File: src/rtl/frota_placement_ctrl.sv
// Fleet placement sequencer: cursor-driven preview, bounds clamping, overlap check, commit into occupancy.
// Optional FROTA_ADJACENCY_CHECK_EN: also reject ships touching (incl. diagonally) a committed cell.
module frota_placement_ctrl #(
  parameter int SHIP0_LEN = 1,
  parameter int SHIP1_LEN = 2,
  parameter int SHIP2_LEN = 3
) (
  input  logic        clk,
  input  logic        rst_n,
  input  logic        start,
  input  logic        btn_up,
  input  logic        btn_down,
  input  logic        btn_left,
  input  logic        btn_right,
  input  logic        btn_rotate,
  input  logic        btn_confirm,
  output logic [63:0] pos_ship0,
  output logic [63:0] pos_ship1,
  output logic [63:0] pos_ship2,
  output logic [63:0] occupancy,
  output logic [1:0]  ship_sel,
  output logic        placing,
  output logic        done,
  output logic        error
);

  typedef enum logic [2:0] {S_IDLE, S_PLACE, S_CHECK, S_COMMIT, S_DONE} state_t;

  state_t           state_q, state_d;
  logic [3:0]       cur_x_q, cur_x_d, cur_y_q, cur_y_d;
  logic             vert_q, vert_d;
  logic [1:0]       sel_q, sel_d;
  logic [63:0]      occ_q, occ_d;
  logic [2:0][63:0] pos_q, pos_d;
  logic             placing_q, placing_d, done_q, done_d, error_q, error_d;

  logic [3:0]  len;
  logic [4:0]  end_x, end_y, rot_end;
  logic [63:0] act_mask, prev;
  logic        clash;

  localparam logic [63:0] COL1 = 64'h0101_0101_0101_0101;
  localparam logic [63:0] COL8 = 64'h8080_8080_8080_8080;

  function automatic logic [3:0] ship_len(input logic [1:0] s);
    case (s)
      2'd0:    return 4'(SHIP0_LEN);
      2'd1:    return 4'(SHIP1_LEN);
      default: return 4'(SHIP2_LEN);
    endcase
  endfunction

  function automatic logic [63:0] pack_cells(input logic [3:0] x, input logic [3:0] y,
                                             input logic v, input logic [3:0] l);
    logic [63:0] p;
    p = '0;
    for (int k = 0; k < 6; k++) begin
      if (4'(k) < l) begin
        p[8*k+3 +: 4] = v ? x : x + 4'(k);
        p[8*k+7 +: 4] = v ? y + 4'(k) : y;
      end
    end
    return p;
  endfunction

  function automatic logic [63:0] cell_mask(input logic [3:0] x, input logic [3:0] y,
                                            input logic v, input logic [3:0] l);
    logic [63:0] m;
    logic [3:0]  xx, yy;
    logic [5:0]  idx;
    m = '0;
    for (int k = 0; k < 6; k++) begin
      xx  = v ? x : x + 4'(k);
      yy  = v ? y + 4'(k) : y;
      idx = {3'(yy - 4'd1), 3'(xx - 4'd1)};
      if (4'(k) < l) m[idx] = 1'b1;
    end
    return m;
  endfunction

  // Grow a cell map by one cell in all 8 directions; column masks stop row wrap.
  function automatic logic [63:0] dilate(input logic [63:0] m);
    logic [63:0] h;
    h = m | ((m << 1) & ~COL1) | ((m >> 1) & ~COL8);
    return h | (h << 8) | (h >> 8);
  endfunction

  always_comb begin
    state_d  = state_q;
    cur_x_d  = cur_x_q;
    cur_y_d  = cur_y_q;
    vert_d   = vert_q;
    sel_d    = sel_q;
    occ_d    = occ_q;
    pos_d    = pos_q;
    error_d  = 1'b0;
    len      = ship_len(sel_q);
    end_x    = {1'b0, cur_x_q} + (vert_q ? 5'd0 : {1'b0, len} - 5'd1);
    end_y    = {1'b0, cur_y_q} + (vert_q ? {1'b0, len} - 5'd1 : 5'd0);
    rot_end  = (vert_q ? {1'b0, cur_x_q} : {1'b0, cur_y_q}) + {1'b0, len} - 5'd1;
    act_mask = cell_mask(cur_x_q, cur_y_q, vert_q, len);
`ifdef FROTA_ADJACENCY_CHECK_EN
    clash    = |(dilate(act_mask) & occ_q);
`else
    clash    = |(act_mask & occ_q);
`endif
    if (start) begin
      state_d = S_PLACE;
      occ_d   = '0;
      pos_d   = '0;
      sel_d   = 2'd0;
      cur_x_d = 4'd1;
      cur_y_d = 4'd1;
      vert_d  = 1'b0;
    end else begin
      case (state_q)
        S_PLACE: begin
          if (btn_confirm)      state_d = S_CHECK;
          else if (btn_rotate)  begin if (rot_end <= 5'd8)  vert_d  = ~vert_q;          end
          else if (btn_up)      begin if (end_y < 5'd8)     cur_y_d = cur_y_q + 4'd1;  end
          else if (btn_down)    begin if (cur_y_q > 4'd1)   cur_y_d = cur_y_q - 4'd1;  end
          else if (btn_left)    begin if (cur_x_q > 4'd1)   cur_x_d = cur_x_q - 4'd1;  end
          else if (btn_right)   begin if (end_x < 5'd8)     cur_x_d = cur_x_q + 4'd1;  end
        end
        S_CHECK: begin
          if (clash) begin
            error_d = 1'b1;
            state_d = S_PLACE;
          end else begin
            state_d = S_COMMIT;
          end
        end
        S_COMMIT: begin
          occ_d = occ_q | act_mask;
          if (sel_q == 2'd2) begin
            state_d = S_DONE;
          end else begin
            sel_d   = sel_q + 2'd1;
            cur_x_d = 4'd1;
            cur_y_d = 4'd1;
            vert_d  = 1'b0;
            state_d = S_PLACE;
          end
        end
        default: ;
      endcase
    end
    // Preview of the active ship follows the next cursor; committed entries are left alone.
    prev = pack_cells(cur_x_d, cur_y_d, vert_d, ship_len(sel_d));
    if (!start && (state_d == S_PLACE || state_d == S_CHECK)) begin
      case (sel_d)
        2'd0:    pos_d[0] = prev;
        2'd1:    pos_d[1] = prev;
        default: pos_d[2] = prev;
      endcase
    end
    placing_d = (state_d == S_PLACE) || (state_d == S_CHECK);
    done_d    = (state_d == S_DONE);
  end

  always_ff @(posedge clk or negedge rst_n) begin
    if (!rst_n) begin
      state_q   <= S_IDLE;
      cur_x_q   <= 4'd1;
      cur_y_q   <= 4'd1;
      vert_q    <= 1'b0;
      sel_q     <= 2'd0;
      occ_q     <= '0;
      pos_q     <= '0;
      placing_q <= 1'b0;
      done_q    <= 1'b0;
      error_q   <= 1'b0;
    end else begin
      state_q   <= state_d;
      cur_x_q   <= cur_x_d;
      cur_y_q   <= cur_y_d;
      vert_q    <= vert_d;
      sel_q     <= sel_d;
      occ_q     <= occ_d;
      pos_q     <= pos_d;
      placing_q <= placing_d;
      done_q    <= done_d;
      error_q   <= error_d;
    end
  end

  assign pos_ship0 = pos_q[0];
  assign pos_ship1 = pos_q[1];
  assign pos_ship2 = pos_q[2];
  assign occupancy = occ_q;
  assign ship_sel  = sel_q;
  assign placing   = placing_q;
  assign done      = done_q;
  assign error     = error_q;

endmodule

File: config.mk
export PLATFORM = sky130hd
export DESIGN_NAME = frota_placement_ctrl
export DESIGN_NICKNAME = d
export VERILOG_FILES = /design/src/rtl/frota_placement_ctrl.sv
export SDC_FILE = /design/constraint.sdc
export NUM_CORES = 1
export LEC_CHECK = 0
export BUFFER_PORTS_ARGS = -buffer_cell sky130_fd_sc_hd__buf_2
export CAP_MARGIN = 20
export CELL_PAD_IN_SITES_DETAIL_PLACEMENT = 0
export CELL_PAD_IN_SITES_GLOBAL_PLACEMENT = 1
export CORE_MARGIN = 10
export CORE_UTILIZATION = 25
export DETAILED_ROUTE_END_ITERATION = 10
export GPL_ROUTABILITY_DRIVEN = 0
export GPL_TIMING_DRIVEN = 0
export PLACE_DENSITY_LB_ADDON = 0.1
export SLEW_MARGIN = 20
export SYNTH_ARGS = -nofsm -noshare
export SYNTH_HDL_FRONTEND = slang
export SYNTH_SLANG_ARGS = --single-unit
File: constraint.sdc
create_clock -name clk -period 5 [get_ports clk]
set_clock_uncertainty 0.05 [all_clocks]
set_input_delay 0.25 -clock clk [delete_from_list [all_inputs] [get_ports clk]]
set_output_delay 0.25 -clock clk [all_outputs]
set_load 0.05 [all_outputs]
==> run metrics <==
status=completed; post-synth top area cell=dfrtp_1; Post-Syn Nets=1,482; Post-synth top cells=dfrtp_1 (271), nor2_1 (117), and2_1 (104); GRT Total Usage=19.3%; Critical path buffers and inverters=7; row cnt=87; Core Area=56,200 sq um; GRT overflow=0; largest stage delay on the critical path=0.44 ns; Post-synth EDFFs=0; Syn Std Cell Area=14,100 sq um; Worst-Margin Slew=0.967 ns; Final Cycle Share=97.7%; largest net degree at the start of global routing=92; startpoint types=flop; CP Max Fanout=10; number of port buffers=268; routed length per instance=25.5 um; count leader, synth=dfrtp_1; average size of a mapped cell=9.82 sq um; synth warn=0; Finish-stage setup viols=0; Reg clk slew, reported paths=0.06 ns; count of nets after finishing=1,853; Bufs on Longest Clock Path=3; Yosys cell types=88; Synth area leaders=dfrtp_1 (48%), and2_1 (4.6%), a21oi_1 (3.4%); first-pass GRT wire length=96.2 mm; Residual DRC=0; worst vdd ir=212 uV; initial antenna violation count=4; post-DP HPWL=49.2 mm; Area growth, synth to finish=38.8%; setup_tns=0 ns; Tmin final=4.88 ns; Die Area=66,400 sq um; Routed WL=66.0 mm; Critical Path RT=5.39 ns; LEAKAGE=9.40 nW; total CTS buffers=34; fmax=0.205 GHz; Die Y=258 um; CTS tree=yes; Hold Crit Class=primary input to asynchronous set/reset pin; DR pass1 iterations=6; Hold WS=0.127 ns; number of global-route vias before repair=13,700; Rel. slew slack=35.0%; sequential area share after synthesis=48.4%; Fin. Hold Viols=0; WP data arrival=5.27 ns; PD cells=295 nW/um^2; max-cap violation count=0; Filler cells=5,909; Largest delay share family, worst path=simple AND/OR/NAND/NOR gates; CTS Sinks=273; top_reg_cell synth=dfrtp_1; Post-Syn Instances=1,438; starting density of the core=25.1%; total number of vias=13,200; worst path cell trace=inv_2 -> ha_2 -> clkbuf_8 -> clkinvlp_4 -> ha_1 -> buf_2 -> and4b_2 -> mux2i_4 -> o22ai_4 -> a32oi_2 -> nand4_1 -> nor4_4 -> nand4_1 -> buf_6 -> nor2_4 -> o32a_1 -> buf_12 -> buf_6 -> mux2_2; Worst-Skew Late Latency=0.57 ns; # IOs=270; Critical-path top delay cell=nor4_4; crit path capture type=flop; Die Wd=258 um; fin. max-slew vios=0; Crit Path Class=flop to flop; 1st-iter DRT viols=1,000; antenna-violating nets left=0; drt via density=5.08; ratio of cells with drive above 1 in the final layout=33.5%; Synth Register Bits=273; CTS HTree Levels=2; root buffer cell=clkbuf_16; post-synth top area share=48.0%; async set or reset register ratio after synthesis=100%
==> kinds of logic after synthesis <==
| kind of cell | after synthesis | synth area share (%) |
|---|---|---|
| AO/OA/AOI/OAI | 343 | 16.2 |
| XOR/XNOR | 35 | 2.74 |
| buffers and inverters | 145 | 4.24 |
| adder cells (fa/ha/maj) | 35 | 3.15 |
| AND/OR/NAND/NOR | 552 | 20.8 |
| multiplexers | 55 | 4.45 |
| flip-flops | 273 | 48.4 |
==> path summary, 6_finish.rpt <==
path                         startpoint             to  slack, ns  cells past startpoint
max in group asynchronous         rst_n  pos_ship0[25]       3.24                      5
max reg2reg                 ship_sel[0]   pos_ship0[8]       0.12                     19
min in group clk             btn_rotate     cur_y_q[1]       0.27                      4
min reg2reg                pos_ship0[2]   pos_ship0[2]       0.42                      1
max                         ship_sel[0]   pos_ship0[8]       0.12                     19
min                               rst_n  occupancy[27]       0.13                      2
==> layer usage <==
layer	up-vias	track usage, %	wire length (um)
li1	5920	-	-
met1	6478	23.4	26400
met2	598	30.4	30200
met3	154	7.65	6810
met4	4	7.48	2590
met5	-	0.0730	23
==> final cells by class <==
cell class | instances | area [sq um] | area share, %
multi-input cells | 1020 | 7880 | 40.2
flip-flops and latches | 273 | 6840 | 34.9
repair buffers | 343 | 2100 | 10.7
well taps | 756 | 946 | 4.82
clock buffers | 47 | 940 | 4.79
plain buffers | 80 | 512 | 2.61
inverters | 57 | 225 | 1.15
clock inverters | 9 | 166 | 0.849
diodes | 2 | 5.00 | 0.0255
==> stage by stage <==
step / cells / setup slack, ns / utilization, % / cell area [sq um] / power (W)
6_report: 2587 / 0.117 / 34.9 / 19600 / 0.00578
5_1_grt: 2586 / -0.0171 / 34.9 / 19600 / 0.00603
4_1_cts: 2566 / -0.0112 / 33.9 / 19000 / 0.00582
3_5_place_dp: 2465 / -2.54 / 29.5 / 16500 / 0.00307
3_3_place_gp: 2462 / -2.45 / 29.3 / 16400 / 0.00306
2_1_floorplan: 1438 / 0.000479 / - / 14100 / 0.00275
==> state kept, by name, indices dropped and copies added (netlist names) <==
| signal | cells |
|---|---|
| occupancy | 64 |
| pos_ship0 | 64 |
| pos_ship1 | 64 |
| pos_ship2 | 64 |
| cur_x_q | 4 |
| cur_y_q | 4 |
| state_q | 3 |
| ship_sel | 2 |
| done | 1 |
| error | 1 |
| placing | 1 |
| vert_q | 1 |
==> where the power goes <==
part | leakage (nW) | internal, W | switching (W)
Clock | 0.534 | 0.00148 | 0.00102
Combinational | 5.07 | 0.000340 | 0.000691
Sequential | 3.79 | 0.00223 | 0.0000180
Total | 9.40 | 0.00405 | 0.00173
==> worst reg2reg max path, stage by stage (launching register included) <==
cell and delay [ns]:
dfrtp_1 0.43, inv_2 0.11, ha_2 0.24, clkbuf_8 0.25, clkinvlp_4 0.15, ha_1 0.25
buf_2 0.21, and4b_2 0.31, mux2i_4 0.35, o22ai_4 0.17, a32oi_2 0.21, nand4_1 0.22
nor4_4 0.44, nand4_1 0.17, buf_6 0.17, nor2_4 0.11, o32a_1 0.27, buf_12 0.17
buf_6 0.14, mux2_2 0.33
==> timing repair <==
item	in CTS	in global routing
gates resized for setup	189	85
endpoints found under the setup margin	203	193
pin swaps	30	23
gates cloned	2	0
setup buffers	46	22
hold buffers	2	0
endpoints found under the hold margin	104	0
==> placed cells by master, fill, tap and decap left out, types with 9 or more instances in the layout <==
cell and instances:
nor2b_1 20, clkbuf_16 35, inv_1 52, a22oi_1 14, and2_1 104, nor4_1 11, a22o_1 15, o221ai_1 15
buf_2 272, a21oi_1 89, mux2_2 15, o32ai_1 9, nor3_1 26, nand2b_1 9, and3_1 56, o22ai_1 19
buf_4 65, xnor2_1 11, nor2_1 112, nand3_1 32, or2_2 9, clkbuf_2 11, buf_6 11, nand4_1 13
nand2_1 76, ha_1 27, clkbuf_1 48, mux2i_4 16, dfrtp_1 270, o21ai_0 60, mux2i_1 18
Power figures use the tool's default switching activity.
